[src/rtl/divu_xnyn.sv]
// Sequential restoring unsigned divider: quotient and remainder of x / y, one quotient bit per clock.
// Optional macro DIVU_DIV0_EN adds a div0 flag and a 1-cycle fast path for a zero divisor.
module divu_xnyn #(
    parameter int WIDTH = 4
) (
    input  logic             clk,
    input  logic             rst,
    input  logic             start,
    input  logic [WIDTH-1:0] x,
    input  logic [WIDTH-1:0] y,
    output logic [WIDTH-1:0] q,
    output logic [WIDTH-1:0] r,
    output logic             rdy,
    output logic             busy,
    output logic             valid
`ifdef DIVU_DIV0_EN
    ,
    output logic             div0
`endif
);

    localparam int CW = $clog2(WIDTH + 1);

    typedef enum logic [1:0] {
        IDLE = 2'd0,
        BUSY = 2'd1,
        DONE = 2'd2
    } state_t;

    state_t           state_reg;
    logic [WIDTH:0]   rem_reg;
    logic [WIDTH-1:0] dvd_reg;
    logic [WIDTH-1:0] y_reg;
    logic [CW-1:0]    cnt_reg;

    logic [WIDTH+1:0] shifted;
    logic             ge;
    logic [WIDTH:0]   rem_next;
    logic [WIDTH-1:0] dvd_next;

    // One restoring step: shift {rem, dividend} left, trial-subtract the divisor.
    always_comb begin
        shifted  = {rem_reg, dvd_reg[WIDTH-1]};
        ge       = (shifted >= {2'b00, y_reg});
        rem_next = ge ? (WIDTH+1)'(shifted - {2'b00, y_reg}) : shifted[WIDTH:0];
        dvd_next = {dvd_reg[WIDTH-2:0], ge};
    end

    assign rdy = ~busy;

    always_ff @(posedge clk) begin
        if (rst) begin
            state_reg <= IDLE;
            rem_reg   <= '0;
            dvd_reg   <= '0;
            y_reg     <= '0;
            cnt_reg   <= '0;
            q         <= '0;
            r         <= '0;
            valid     <= 1'b0;
            busy      <= 1'b0;
`ifdef DIVU_DIV0_EN
            div0      <= 1'b0;
`endif
        end else begin
            case (state_reg)
                IDLE, DONE: begin
                    if (start) begin
                        y_reg   <= y;
                        dvd_reg <= x;
                        rem_reg <= '0;
                        cnt_reg <= CW'(WIDTH);
                        valid   <= 1'b0;
`ifdef DIVU_DIV0_EN
                        div0    <= (y == '0);
                        if (y == '0) begin
                            // Zero divisor short-cuts to the result the iteration would produce.
                            state_reg <= DONE;
                            valid     <= 1'b1;
                            busy      <= 1'b0;
                            q         <= '1;
                            r         <= x;
                        end else begin
                            state_reg <= BUSY;
                            busy      <= 1'b1;
                        end
`else
                        state_reg <= BUSY;
                        busy      <= 1'b1;
`endif
                    end
                end
                BUSY: begin
                    rem_reg <= rem_next;
                    dvd_reg <= dvd_next;
                    cnt_reg <= cnt_reg - 1'b1;
                    if (cnt_reg == CW'(1)) begin
                        state_reg <= DONE;
                        busy      <= 1'b0;
                        valid     <= 1'b1;
                        q         <= dvd_next;
                        r         <= rem_next[WIDTH-1:0];
                    end
                end
                default: begin
                    state_reg <= IDLE;
                    busy      <= 1'b0;
                    valid     <= 1'b0;
                end
            endcase
        end
    end

endmodule

[config.mk]
export PLATFORM = sky130hd
export DESIGN_NAME = divu_xnyn
export DESIGN_NICKNAME = d
export VERILOG_FILES = /design/src/rtl/divu_xnyn.sv
export SDC_FILE = /design/constraint.sdc
export NUM_CORES = 1
export LEC_CHECK = 0
export BUFFER_PORTS_ARGS = -buffer_cell sky130_fd_sc_hd__buf_4
export CAP_MARGIN = 0
export CORE_AREA = 4 4 57 59
export CTS_CLUSTER_DIAMETER = 80
export DETAILED_ROUTE_END_ITERATION = 12
export DIE_AREA = 0 0 61 63
export GPL_TIMING_DRIVEN = 0
export HOLD_SLACK_MARGIN = 0.03
export PLACE_DENSITY = 0.72
export SLEW_MARGIN = 20
export SYNTH_ARGS = -nofsm -noshare
export SYNTH_HDL_FRONTEND = slang
export SYNTH_SLANG_ARGS = --single-unit
[constraint.sdc]
create_clock -name clk -period 1.7 [get_ports clk]
set_input_delay 0.085 -clock clk [delete_from_list [all_inputs] [get_ports clk]]
set_output_delay 0.085 -clock clk [all_outputs]
set_load 0.01 [all_outputs]
## Yosys cells after proc, flatten, opt, wreduce, memory -nomap -nowiden

Index checks and enable logic that the tools add are counted.

| storage, ports and cells | value |
|---|---|
| input port bits | 11 |
| output and inout port bits | 11 |
| register bits | 28 |
| word-level logic and storage cells | 41 |

| cells by class | value |
|---|---|
| multiplexer cells | 16 |
| bitwise logic cells | 1 |
| reduce and logical (&&, ||, !) cells | 7 |
| order comparisons | 1 |
| eq/ne operators | 5 |
| add/sub/neg operators | 2 |

Operators by type and width:

| operator | number |
|---|---|
| 5-bit 2-to-1 mux | 2 |
| 5-bit case mux with 2 select lines | 1 |
| 4-bit case mux with 2 select lines | 1 |
| 2-bit AND reduction | 4 |
| 6-bit by 4-bit greater-or-equal comparator with 1-bit output | 1 |
| 3-bit case mux with 2 select lines | 1 |
| 5-bit by 4-bit subtractor with 5-bit output | 1 |
| 1-bit 2-to-1 mux | 4 |
| 2-bit 2-to-1 mux | 2 |
| 4-bit 2-to-1 mux | 1 |
| 2-bit inequality test, second input constant | 2 |
| 1-bit case mux with 2 select lines | 2 |
| 2-bit case mux with 2 select lines | 1 |
| 3-bit by 1-bit == test with 1-bit output, second input constant | 1 |
| 3-bit 2-to-1 mux | 1 |
| 3-bit by 1-bit subtractor with 3-bit output, second input constant | 1 |
| 2-bit by 1-bit == test with 1-bit output, second input constant | 1 |
| 2-bit == test, second input constant | 1 |
| 2-bit logical NOT | 1 |
| 2-bit nonzero test | 1 |
| 2-bit OR reduction | 1 |
| 1-bit NOT | 1 |

## Depth between registers and ports, before layout

| depth | value |
|---|---|
| depth in word-level cells | 4 |
| mapped depth | 9 |
| gate-level depth less buffers | 8 |

## Worst setup path before layout

No wires, ideal clock.

| timing path | value |
|---|---|
| path type | reg2reg |
| start | register dvd_reg[3] |
| end | register rem_reg[4] |
| setup slack | -0.026 ns |
| required time | 1.621 ns |
| arrival time | 1.647 ns |
| setup time | 0.079 ns |
| cell stages (with the launch flop) | 9 |
| buffers on the path | 0 |
| clock period less this slack | 1.726 ns |
| cell sequence | dfxtp_1 > inv_1 > ha_1 > inv_1 > fa_1 > nand3_1 > nand2_1 > or3_1 > a211oi_2 |

| between the ends | value |
|---|---|
| longest elaborated chain between the ends | 3 |
| elaborated cells between the ends (all ways) | 4 |
| those cells by class | 1 x add/sub; 1 x order compare; 2 x mux |

Ends and longest elaborated chain:

| item | line | text |
|---|---|---|
| start: declaration | 32 | `logic [WIDTH-1:0] dvd_reg;` |
| start signal: assignment | 95 | `dvd_reg <= dvd_next;` |
| 5-bit by 4-bit subtractor with 5-bit output / 6-bit by 4-bit greater-or-equal comparator with 1-bit output (equally long branches) | 45, 44 |  |
| 5-bit 2-to-1 mux * | 45 | `rem_next = ge ? (WIDTH+1)'(shifted - {2'b00, y_reg}) : shifted[WIDTH:0];` |
| 5-bit case mux with 2 select lines * | 66 | `case (state_reg)` |
| end signal: assignment | 94 | `rem_reg <= rem_next;` |
| end: declaration | 31 | `logic [WIDTH:0] rem_reg;` |

Every way passes the cells marked *; elsewhere a longest branch is shown, timed or not.
A chain may end at the register's enable or synchronous reset.

## Worst setup path after layout

| timing path | value |
|---|---|
| start | register dvd_reg[3] |
| end | register rem_reg[1] |

Same word-level chain as after synthesis.

==> results by group <==
Status
  – Status: completed

Floorplan
  – Full die area: just under 4000 sq um
  – FP Rows: 19
  – Die height: 63 um
  – Initial Util: 48.2%
  – I/O Pins: 22
  – Die width: roughly 60 um
  – Core area: ~2700 sq um

Synth
  – Synth top area share: between 40% and 50%
  – Syn avg cell area: ~8.2 sq um
  – Net Count, Synth: about 180
  – Post-Syn Area: roughly 1300 sq um
  – Cells after Synth: 159
  – Post-synthesis sequential area ratio: around two fifths
  – Synth top area cells: dfxtp_1, nand2_1, a21oi_1
  – FFs w/ async S/R, synth: 0%
  – Unique cell type count in the Yosys netlist: 38
  – Number of synthesized flops with an enable pin: 0
  – Yosys warning total: 0
  – Synthesized flop and latch total: 27
  – Post-synth top area cell: dfxtp_1
  – Ys flop type: dfxtp_1

Global route
  – Pin count of the biggest net entering global routing: 18
  – Vias in the first global route: approximately 1.3k
  – Grt ovf: 0
  – Antenna violations before repair: 0
  – Aggregate global-route resource usage: a little under a fifth
  – First-pass GRT wire length: approximately 5400 um

Min path
  – Hold EP: valid
  – HP Class: in -> reg
  – Hold Path Origin: start
  – Hold Crit Depth: 4

Clocking
  – Bufs on Longest Clock Path: 2
  – H-tree levels: 1
  – Clk slew on worst S/H paths: 170 ps
  – TritonCTS Sinks: 27
  – Root buffer selected by CTS: clkbuf_4
  – CTS tree: done
  – Worst-skew pair later-pin latency: 350 ps
  – Total CTS buffers: 3

Final layout
  – Ratio of cells with drive above 1 in the final layout: a little over a quarter
  – # nets final: around 210
  – Largest register FFs: 5
  – Final Non-Filler Cells: 226
  – Most frequent cells in the layout: buf_4, nand2_1, dfxtp_1, nor2_1, a21oi_1
  – Fill count: 239
  – Most common cell after layout, fill and taps aside: buf_4
  – Area growth syn-to-layout: 32.3%
  – N_diodes: 0

Setup path
  – FF-to-FF Start: dvd_reg[3]
  – FF-to-FF setup slack: roughly 3.4 ps
  – Worst Setup End Kind: flip-flop
  – Critical-path top delay cell: dfxtp_2
  – Crit start category: flip-flop
  – CP Cell Sequence: inv_2 > ha_4 > inv_2 > fa_2 > nand3_4 > nand2_4 > nor2_1 > o211ai_1
  – Critical path type: reg -> reg
  – Most used cell along the critical path: inv_2
  – RR Endpoint: rem_reg[1]
  – Worst EP required: ~1900 ps
  – Top delay family on crit path: adder cells
  – Slowest cell delay on critical path: around 360 ps
  – CP Data Arrival Time: 1910 ps
  – Critical path peak fanout: 6
  – Critical path buffers and inverters: 2
  – Worst Reg-to-Reg Cells: 8

Routing
  – Vias: 1268
  – ANT nets after route: 0
  – Final WL: 3200 um
  – Post-route DRC violation count: 0
  – First drt pass iteration count: 4
  – Routed WL per cell: 14.1 um
  – DRT iter0 DRCs: 47
  – DR vias/cell: between 5 and 6

Timing
  – Worst hold slack: between 40 and 50 ps
  – Fin crit share: 99.8%
  – Slew HR: around 64%
  – Final hold viol count: 0
  – Max-slew violations: 0
  – Tmin final: roughly 1700 ps
  – Worst-Margin Slew: about 530 ps
  – Final WS setup: between 3 and 4 ps
  – Worst Skew: around 23 ps
  – # setup viols final: 0
  – FMAX: just under 600 MHz
  – Unrepaired setup endpoints after global routing: true

Power and ir drop
  – PD cells: around 900 nW/um^2
  – Leakage power: between 0.6 and 0.7 nW
  – VDD IR-drop max: 0.672 mV

Placed design
  – DP Wirelength: 2260 um
  – Cells after DPL: ~210
  – GPL Wtd Cong: ~0.8
  – Port-buffer cells: 21
  – Worst slack, placed: -198 ps

Run
  – Maxcap violations: 0
[layout make-up]
class / count / area, sq um / area share [%]
multi-input cells: 115 / 776 / 44.9
flip-flops and latches: 27 / 547 / 31.6
repair buffers: 33 / 265 / 15.4
well taps: 31 / 38.8 / 2.24
plain buffers: 7 / 36.3 / 2.10
inverters: 9 / 33.8 / 1.96
clock buffers: 3 / 22.5 / 1.30
clock inverters: 1 / 8.76 / 0.507
[cell usage after synthesis, types with 2 or more instances]
| master | count |
|---|---|
| nor2_1 | 18 |
| nand3_1 | 2 |
| a32oi_1 | 2 |
| and2_1 | 3 |
| a311oi_1 | 2 |
| mux2i_1 | 3 |
| clkbuf_1 | 4 |
| nor3_1 | 3 |
| nor2b_1 | 2 |
| inv_1 | 9 |
| nand2_1 | 24 |
| nand3b_1 | 2 |
| nand2b_1 | 2 |
| buf_2 | 2 |
| dfxtp_1 | 27 |
| a21oi_1 | 16 |
| o21ai_0 | 5 |
| ha_1 | 6 |
| o31ai_1 | 6 |
| or3_1 | 2 |
| nand4_1 | 2 |
[stage by stage]
step / total power, mW / cell area (sq um) / TNS [ps] / utilization (%)
final: 1.56 / 1730 / 0 / 63.8
after global routing: 1.64 / 1730 / -221 / 63.8
after CTS: 1.53 / 1710 / 0 / 63.2
after detailed placement: 1.15 / 1510 / -854 / 55.6
after global placement: 1.13 / 1510 / -518 / 55.6
after floorplan: 1.03 / 1310 / 0 / -
[power breakdown]
group	internal (mW)	total [mW]	switching, mW	leakage [nW]
Sequential	0.681	0.725	0.0440	0.223
Combinational	0.243	0.521	0.278	0.448
Clock	0.0961	0.311	0.215	0.0183
[tightest hold or removal path, delay by kind of cell]
kind                   cells  cell delay (ps)
buffers and inverters      1               90
AO/OA/AOI/OAI              1              130
AND/OR/NAND/NOR            2               70
[worst max path at each step]
| stage | start | end | slack [ps] | cells past startpoint |
|---|---|---|---|---|
| 6_report | dvd_reg[3] | rem_reg[1] | 3 | 8 |
| 5_1_grt | dvd_reg[3] | rem_reg[4] | -60 | 8 |
| 4_1_cts | dvd_reg[3] | rem_reg[4] | 4 | 8 |
| 3_5_place_dp | dvd_reg[3] | r[0] | -200 | 9 |
| 3_3_place_gp | dvd_reg[3] | r[0] | -140 | 9 |
| 2_1_floorplan | dvd_reg[3] | rem_reg[4] | 50 | 8 |
[routing by layer]
layer / vias up / GRT usage [%] / wire length (um)
met5: - / 0 / 0
met4: 0 / 10.0 / 111
met3: 12 / 3.31 / 140
met2: 30 / 28.6 / 1510
met1: 604 / 22.6 / 1440
li1: 622 / - / -
[cells by family (layout without fill, tap and decap cells)]
logic type	Yosys count	in the layout	synth area share, %
flops	27	27	41.4
compound gates	38	38	18.6
buf+inv	17	53	5.65
simple gates	65	65	23.5
fa+ha+maj	7	7	7.28
mux	3	3	2.30
xor+xnor	2	2	1.34
[what timing repair did]
item / in CTS / in global routing
resized for setup: 17 / 5
buffers inserted: 5 / 0
setup endpoints to repair: 10 / 10
hold endpoints to repair: 7 / 0
hold buffers: 7 / 0
pin swaps: 3 / 2
No activity file was read; power rests on OpenSTA's default activity.
